**config.mk**
```make
export PLATFORM = sky130hd
export DESIGN_NAME = spi_host
export DESIGN_NICKNAME = d
export VERILOG_FILES = /design/src/rtl/spi_pkg.sv /design/src/rtl/spi_host_tick.sv /design/src/rtl/spi_host.sv
export SDC_FILE = /design/constraint.sdc
export NUM_CORES = 1
export LEC_CHECK = 0
export CORE_ASPECT_RATIO = 0.9
export CORE_MARGIN = 3
export CORE_UTILIZATION = 50
export DETAILED_ROUTE_END_ITERATION = 16
export PLACE_DENSITY_LB_ADDON = 0.15
export SLEW_MARGIN = 20
export SYNTH_ARGS = -nofsm -noshare
export SYNTH_HDL_FRONTEND = slang
export SYNTH_SLANG_ARGS = --single-unit
```
**constraint.sdc**
```tcl
create_clock -name clk -period 2.4 [get_ports clk]
set_clock_uncertainty 0.15 [all_clocks]
set_input_delay 0.24 -clock clk [delete_from_list [all_inputs] [get_ports clk]]
set_output_delay 0.24 -clock clk [all_outputs]
set_load 0.005 [all_outputs]
```
**src/rtl/spi_pkg.sv**
```systemverilog
// Shared definitions for the SPI host: FSM encoding, chip-select defaults and
// the "no chip select" selector value.
package spi_pkg;

  localparam int         NUM_CS_DEFAULT = 3;
  localparam logic [1:0] SEL_NONE       = 2'd3;

  typedef enum logic [1:0] {
    IDLE,
    SETUP,
    SHIFT,
    HOLD
  } state_e;

endpackage

```
**src/rtl/spi_host_tick.sv**
```systemverilog
// Half-period timebase: a down-counter that strobes tick_o once every
// HALF_PERIOD cycles while enabled, and sits at its reload value otherwise.
module spi_host_tick #(
  parameter int HALF_PERIOD = 2
) (
  input  logic clk,
  input  logic rst,
  input  logic en_i,
  output logic tick_o
);

  localparam logic [7:0] RELOAD = 8'(HALF_PERIOD - 1);

  logic [7:0] cnt_q;

  // NOTE: sequential state uses non-blocking assignments only, so every
  // register samples the values from before the edge.
  always_ff @(posedge clk or posedge rst) begin
    if (rst) begin
      cnt_q <= RELOAD;
    end else if (!en_i || cnt_q == 8'd0) begin
      cnt_q <= RELOAD;
    end else begin
      cnt_q <= cnt_q - 8'd1;
    end
  end

  assign tick_o = en_i && (cnt_q == 8'd0);

endmodule

```
**src/rtl/spi_host.sv**
```systemverilog
// SPI mode-0 host: byte-wide command/response handshake, per-byte chip-select
// control with setup, switch gap and hold phases.
module spi_host
  import spi_pkg::*;
#(
  parameter int HALF_PERIOD = 2,
  parameter int NUM_CS      = NUM_CS_DEFAULT
) (
  input  logic              clk,
  input  logic              rst,
  input  logic              cmd_valid,
  output logic              cmd_ready,
  input  logic [7:0]        cmd_data,
  input  logic [1:0]        cmd_sel,
  input  logic              cmd_last,
  output logic              rsp_valid,
  output logic [7:0]        rsp_data,
  output logic              busy,
  output logic              spi_clk,
  output logic              spi_mosi,
  output logic [NUM_CS-1:0] spi_cs,
  input  logic              spi_miso
);

  state_e            state_q;
  logic              cmd_ready_q, busy_q, rsp_valid_q, sck_q, last_q, gap_q;
  logic [7:0]        rsp_data_q, tx_q, rx_q;
  logic [3:0]        half_q;
  logic [1:0]        cur_sel_q, new_sel_q;
  logic [NUM_CS-1:0] cs_q;
  logic              tick;
  logic              accept;

  function automatic logic [NUM_CS-1:0] sel_to_cs(input logic [1:0] sel);
    logic [NUM_CS-1:0] cs;
    cs = '1;
    for (int i = 0; i < NUM_CS; i++) begin
      if (sel == 2'(i)) cs[i] = 1'b0;
    end
    return cs;
  endfunction

  spi_host_tick #(.HALF_PERIOD(HALF_PERIOD)) u_tick (
    .clk    (clk),
    .rst    (rst),
    .en_i   (state_q != IDLE),
    .tick_o (tick)
  );

  assign accept = cmd_valid && cmd_ready_q;

  always_ff @(posedge clk or posedge rst) begin
    if (rst) begin
      state_q     <= IDLE;
      cmd_ready_q <= 1'b0;
      busy_q      <= 1'b0;
      rsp_valid_q <= 1'b0;
      rsp_data_q  <= 8'h00;
      sck_q       <= 1'b0;
      tx_q        <= 8'h00;
      rx_q        <= 8'h00;
      half_q      <= 4'd0;
      last_q      <= 1'b0;
      gap_q       <= 1'b0;
      cur_sel_q   <= SEL_NONE;
      new_sel_q   <= SEL_NONE;
      cs_q        <= '1;
    end else begin
      rsp_valid_q <= 1'b0;
      case (state_q)
        IDLE: begin
          cmd_ready_q <= 1'b1;
          if (accept) begin
            cmd_ready_q <= 1'b0;
            busy_q      <= 1'b1;
            tx_q        <= cmd_data;
            last_q      <= cmd_last;
            half_q      <= 4'd0;
            new_sel_q   <= cmd_sel;
            if (cmd_sel == cur_sel_q) begin
              state_q <= SHIFT;
            end else begin
              state_q <= SETUP;
              // Switching slaves: release the old select for one half-period first.
              if (cur_sel_q == SEL_NONE) begin
                gap_q     <= 1'b0;
                cs_q      <= sel_to_cs(cmd_sel);
                cur_sel_q <= cmd_sel;
              end else begin
                gap_q     <= 1'b1;
                cs_q      <= '1;
                cur_sel_q <= SEL_NONE;
              end
            end
          end
        end
        SETUP: begin
          if (tick) begin
            if (gap_q) begin
              gap_q     <= 1'b0;
              cs_q      <= sel_to_cs(new_sel_q);
              cur_sel_q <= new_sel_q;
            end else begin
              state_q <= SHIFT;
            end
          end
        end
        SHIFT: begin
          if (tick) begin
            half_q <= half_q + 4'd1;
            if (!half_q[0]) begin
              sck_q <= 1'b1;
              rx_q  <= {rx_q[6:0], spi_miso};
            end else begin
              sck_q <= 1'b0;
              if (half_q == 4'd15) begin
                rsp_valid_q <= 1'b1;
                rsp_data_q  <= rx_q;
                if (last_q) begin
                  state_q <= HOLD;
                end else begin
                  state_q     <= IDLE;
                  busy_q      <= 1'b0;
                  cmd_ready_q <= 1'b1;
                end
              end else begin
                tx_q <= {tx_q[6:0], 1'b0};
              end
            end
          end
        end
        HOLD: begin
          if (tick) begin
            cs_q        <= '1;
            cur_sel_q   <= SEL_NONE;
            state_q     <= IDLE;
            busy_q      <= 1'b0;
            cmd_ready_q <= 1'b1;
          end
        end
        default: state_q <= IDLE;
      endcase
    end
  end

  assign cmd_ready = cmd_ready_q;
  assign busy      = busy_q;
  assign rsp_valid = rsp_valid_q;
  assign rsp_data  = rsp_data_q;
  assign spi_clk   = sck_q;
  assign spi_mosi  = tx_q[7];
  assign spi_cs    = cs_q;

endmodule

```
==> results.json <==
{
  "status": "finished, final reports clean",
  "core-area_um2": 4920,
  "htree_levels": 2,
  "cts_tree": "yes",
  "hp-class": "in -> async",
  "io_buffers": 30,
  "multi_input_area_um2": 1200,
  "antennaDiodeCount": 0,
  "cts_buffer_depth": 2,
  "nets": 291,
  "fp.dieW_um": 81.7,
  "syn_inst": 226,
  "die_h_um": 74.1,
  "synth-async-reset-ratio_pct": 100,
  "drive_gt1_share_pct": 28.3,
  "relSlewSlack_pct": 76.1,
  "place_congestion": 0.813,
  "drc_errors": 0,
  "rrSetupSlack_ps": 70,
  "dp.final_hpwl_um": 3490,
  "synth_edf_count": 0,
  "setup_viol": 0,
  "endpoint_kind": "register",
  "grt_setup_unrepaired": "no",
  "worst-path-buf-inv": 1,
  "synthToLayoutAreaGrowth_pct": 22.1,
  "cts.sinks": 51,
  "clkLatencyLatePin_ps": 310,
  "fin_setup_tns_ps": 0,
  "worst_ep_required_time_ps": 2480,
  "antenna_found_initial": 0,
  "vias_per_cell": 5.36,
  "wl_um": 4940,
  "grt_max_degree": 52,
  "crit_type": "reg -> reg",
  "peakVddDrop_mv": 0.699,
  "path_cells": "inv_1 -> ha_1 -> or4b_4 -> or2_1 -> a31oi_4 -> mux2_2",
  "post-route-util_pct": 63.9,
  "crit_fanout": 6,
  "clock-root-buffer": "clkbuf_8",
  "die_area_um2": 6060,
  "final-max-slew-violation-count": 0,
  "p_leak_nw": 1.39,
  "hold_viol_final": 0,
  "synth-seq-cells": 51,
  "cp-start-kind": "register",
  "pre_cts_slack_ps": 15.4,
  "cts_buffers": 5,
  "max_freq_ghz": 0.430,
  "max_stage_delay_ps": 530,
  "synth-main-ff-cell": "dfrtp_1",
  "hold_slack_ps": 123,
  "grt_pass1_wl_um": 8380,
  "drt-initial-drc-count": 123,
  "drt_pre_antenna_iters": 4,
  "period_needed_ps": 2330,
  "start_util_pct": 52.4,
  "p_per_area_nw_per_um2": 1160,
  "io_pins": 31,
  "drv_cap": 0,
  "fillerInstances": 402,
  "drtAntennaViolNets": 0,
  "num_rows": 24,
  "avgSynthCellArea_um2": 11.4,
  "cts-hold-fix-buffers": 0,
  "ys_warn_count": 0,
  "syn_nets": 249,
  "ys_types": 54,
  "wire_per_inst_um": 14.8,
  "grt_usage_pct": 17.7,
  "cp_slowest_cell": "or4b_4",
  "netlist_area_um2": 2580,
  "seq_area_um2": 1290,
  "critPathArrivalTime_ps": 2410,
  "cpLargestDelayFamily": "simple AND/OR/NAND/NOR gates",
  "vias": 1791,
  "worst_slack_ps": 74.4,
  "clkTransAtPathRegs_ps": 100,
  "worst_pin_slew_ps": 357,
  "grt_pass1_vias": 1764,
  "ys_seq_area_share_pct": 49.9,
  "grt-ovfl-total": 0,
  "finalCritPeriodShare_pct": 96.9
}
[final cells by class]
| type | instances | area share [%] |
|---|---|---|
| Clock buffer | 5 | 2.19 |
| Sequential cell | 51 | 40.8 |
| Tap cell | 65 | 2.58 |
| Clock inverter | 3 | 1.47 |
| Multi-Input combinational cell | 152 | 38.2 |
| Timing Repair Buffer | 42 | 12.8 |
| Inverter | 16 | 1.91 |
[where the power goes]
part | switching, mW | internal (mW)
Sequential | 0.209 | 1.17
Clock | 0.306 | 0.315
Combinational | 0.822 | 0.837
[state kept, by name (all words and copies together), names as in the netlist]
register and cells:
busy 1, rx_q 8, rsp_valid 1, u_tick.cnt_q 8, last_q 1, tx_q 8, half_q 4, gap_q 1
new_sel_q 2, cmd_ready 1, state_q 2, spi_clk 1, cur_sel_q 2, spi_cs 3, rsp_data 8
[cells in the mapped netlist, drive strengths merged, types with 3 or more instances]
cell / n / area, µm²
dfrtp: 43 / 1080
mux2: 23 / 259
nor2: 17 / 66.3
inv: 16 / 60.1
nand2: 12 / 52.6
o21ai: 9 / 45.0
dfstp: 8 / 210
ha: 8 / 100
a21oi: 7 / 35.0
or2: 7 / 43.8
clkbuf: 6 / 22.5
nand3: 5 / 30.0
o221a: 5 / 56.3
xnor2: 5 / 43.8
a31oi: 4 / 40.0
mux2i: 4 / 40.0
o31ai: 4 / 35.0
nor2b: 3 / 18.8
nor3: 3 / 26.3
o22ai: 3 / 18.8
or3: 3 / 18.8
xor2: 3 / 26.3
[final timing paths]
check / endpoint / from / cells after the start
min: u_tick.cnt_q[2]$_DFF_PP0_ / rst / 3
min reg2reg: spi_cs[1]$_DFFE_PP1P_ / spi_cs[1]$_DFFE_PP1P_ / 2
min in group clk: spi_cs[1]$_DFFE_PP1P_ / spi_cs[1]$_DFFE_PP1P_ / 2
max: spi_cs[0]$_DFFE_PP1P_ / state_q[1]$_DFFE_PP0P_ / 6
max in group asynchronous: spi_cs[1]$_DFFE_PP1P_ / rst / 3
max reg2reg: spi_cs[0]$_DFFE_PP1P_ / state_q[1]$_DFFE_PP0P_ / 6
[worst register-to-register path, cell delays in order, from the launching register on]
cell and delay (ps):
dfrtp_1 390, inv_1 100, ha_1 210, or4b_4 530, or2_1 310, a31oi_4 200
mux2_2 360
[per-layer routing]
layer / wire length, µm / GRT usage [%]
met2: 2210 / 26.5
met3: 227 / 4.36
met4: 51 / 4.98
met1: 2460 / 25.8
met5: 0 / 0
[cells in the final DEF (no fill, tap or decap), types with 2 or more instances in the layout]
cell type	instances
buf_4	11
or2_2	6
o22ai_1	3
nor2b_1	3
o31ai_1	3
clkdlybuf4s50_1	30
mux2i_1	4
nand4_1	2
nor3_1	2
ha_1	8
xnor2_1	5
dfrtp_1	43
o21ai_0	9
or3_1	3
nand2_1	11
o221a_2	5
nand3_1	4
nor4_1	2
nand4b_1	2
nor2_1	16
dfstp_2	8
a31oi_1	3
clkbuf_8	5
a21oi_1	7
xor2_1	3
inv_1	15
mux2_2	23
[through the flow]
stage	power, mW	cell area, µm²	cells
after global routing	3.91	3150	334
after detailed placement	3.01	3020	324
after global placement	2.98	3020	324
final	3.65	3150	334
after CTS	3.64	3130	332
after floorplan	2.53	2580	226
[what timing repair did]
action,in CTS,in global routing
resized for setup,1,0
hold endpoints to repair,0,0
endpoints found under the setup margin,3,6
buffers inserted,0,2
[logic make-up (layout without fill, tap and decap cells)]
family | count (synthesis) | count (layout) | share of synthesized area, %
buffers and inverters | 23 | 66 | 3.64
AOI/OAI and AO/OA | 42 | 42 | 12.9
adders and majority gates | 8 | 8 | 3.88
muxes | 27 | 27 | 11.6
xor gates and xnor gates | 8 | 8 | 2.72
and+or+nand+nor | 67 | 67 | 15.4
DFF | 51 | 51 | 49.9
Note: power is estimated with default switching activity, not from simulation.
==> RTL change, RTL diff (config.mk and constraints unchanged) <==
Encoding of `state_e`: now Gray code (2 bits for 4 states).
--- a/src/rtl/spi_pkg.sv
+++ b/src/rtl/spi_pkg.sv
@@ -7,8 +7,8 @@
 
   typedef enum logic [1:0] {
-    IDLE,
-    SETUP,
-    SHIFT,
-    HOLD
+    IDLE  = 2'b00,
+    SETUP = 2'b01,
+    SHIFT = 2'b11,
+    HOLD  = 2'b10
   } state_e;
 
Check against the original RTL: no difference found for any inputs over 10 cycles, from zero or initial values and one cycle with rst high; not proved beyond that.
==> RTL change against the unedited design <==
Power rose by 4.4%; global-route usage up 0.27 points; sequential cell count unchanged; setup slack gained 0.086 ns; synthesized area down 2.6%; final area down 2.4%; sequential share of layout area grew 1.0 points; routed wire length down 1.0%; critical endpoint is now rsp_data[4]; highest routed layer unchanged.
==> RTL change: results (changes against the unedited design) <==
Worst-Margin Slew - 0.438 ns (+0.0807 ns)
Share of layout cells above drive strength 1 - 23.0% (-5.2 points)
Initial antenna violation count - 0 (unchanged)
Syn nets - 246 (-1.2%)
Worst r2r dst - rsp_data[4]
Mean Syn Cell Area - 11.2 um^2 (-2.1%)
VDD IR-drop max - 0.657 mV (-6.0%)
CP arrival - 2.28 ns (-0.13 ns)
Critical Path Fanout Max - 8 (+2)
Synth top cells by count - dfrtp_1, mux2_2, nor2_1, inv_1, nand2_1
Number of global-route vias before repair - 1,720 (-2.5%)
Iter 0 DRT Violations - 105 (-15%)
Top post-synthesis cells by area - dfrtp_1, mux2_2, dfstp_2
CTS resizes - 0 (-1)
Post-synthesis sequential area ratio - 51.2% (+1.3 points)
Period minus WS final - 2.24 ns (-0.0858 ns)
Final non-filler cell total - 327 (-2.1%)
Placed cell count - 319 (-1.5%)
Dpl ws - 0.137 ns (+0.121 ns)
Placer congestion estimate - 0.896 (+10%)
Global Route Usage Sum - 18.0% (+0.27 points)
Vias - 1,798 (+0.39%)
Final WL - 4890 um (-1.0%)
Status - completed
Fin nets - 285 (-2.1%)
First-pass GRT wire length - 8250 um (-1.6%)
Static leakage - 1.31 nW (-5.9%)
Post-DP Area - 2940 um^2 (-2.6%)
Reg2Reg Launch Point - state_q[0]
HPWL Detailed - 3470 um (-0.84%)
==> RTL change: cell families (layout without fill, tap and decap cells) <==
logic type               after synthesis  count (layout)  synth area share [%]
multiplexers                          26              26                  11.5
buffers and inverters                 20              60                  3.48
AO/OA/AOI/OAI                         43              43                  12.1
flip-flops                            51              51                  51.2
adder cells (fa/ha/maj)                6               6                  2.99
XOR/XNOR                               8               8                  2.79
AND/OR/NAND/NOR                       71              71                  15.9
==> RTL change: metal layers <==
metal | global-route usage [%] | vias to the layer above | part of all wire, %
li1 | - | 885 | -
met1 | 25.7 | 867 | 49
met2 | 27.8 | 44 | 47
met3 | 3.80 | 2 | 3.3
met4 | 5.07 | 0 | 0.49
met5 | 0 | - | 0
==> RTL change: worst min-delay path by stage <==
stage	endpoint	slack, ns	from
finish	u_tick.cnt_q[1]	0.14	rst
CTS	u_tick.cnt_q[5]	0.15	rst
global route	rx_q[7]	0.16	rst
detailed placement	gap_q	0.33	gap_q
global placement	gap_q	0.33	gap_q
floorplan	new_sel_q[0]	0.20	cmd_sel[0]
==> RTL change: cell type report <==
class | instances | area, um^2
timing repair buffer | 40 | 388
tap | 62 | 77.6
fill | 379 | 1590
clock inverter | 3 | 67.6
sequential | 51 | 1290
inverter | 12 | 45.0
clock buffer | 5 | 68.8
multi-input combinational | 154 | 1140
==> RTL change: report_power, final <==
group	internal, mW	switching (mW)	total (mW)	leakage [nW]
registers	1.21	0.239	1.45	0.619
clock network	0.416	0.294	0.710	0.0644
logic	0.834	0.822	1.66	0.625
total	2.46	1.35	3.82	1.31
==> RTL change: worst max-delay path, stage by stage, from the launching register on <==
cell	delay, ns
dfrtp_1	0.38
inv_1	0.09
ha_1	0.25
or3_4	0.42
nor4_4	0.27
buf_4	0.22
mux2_2	0.35
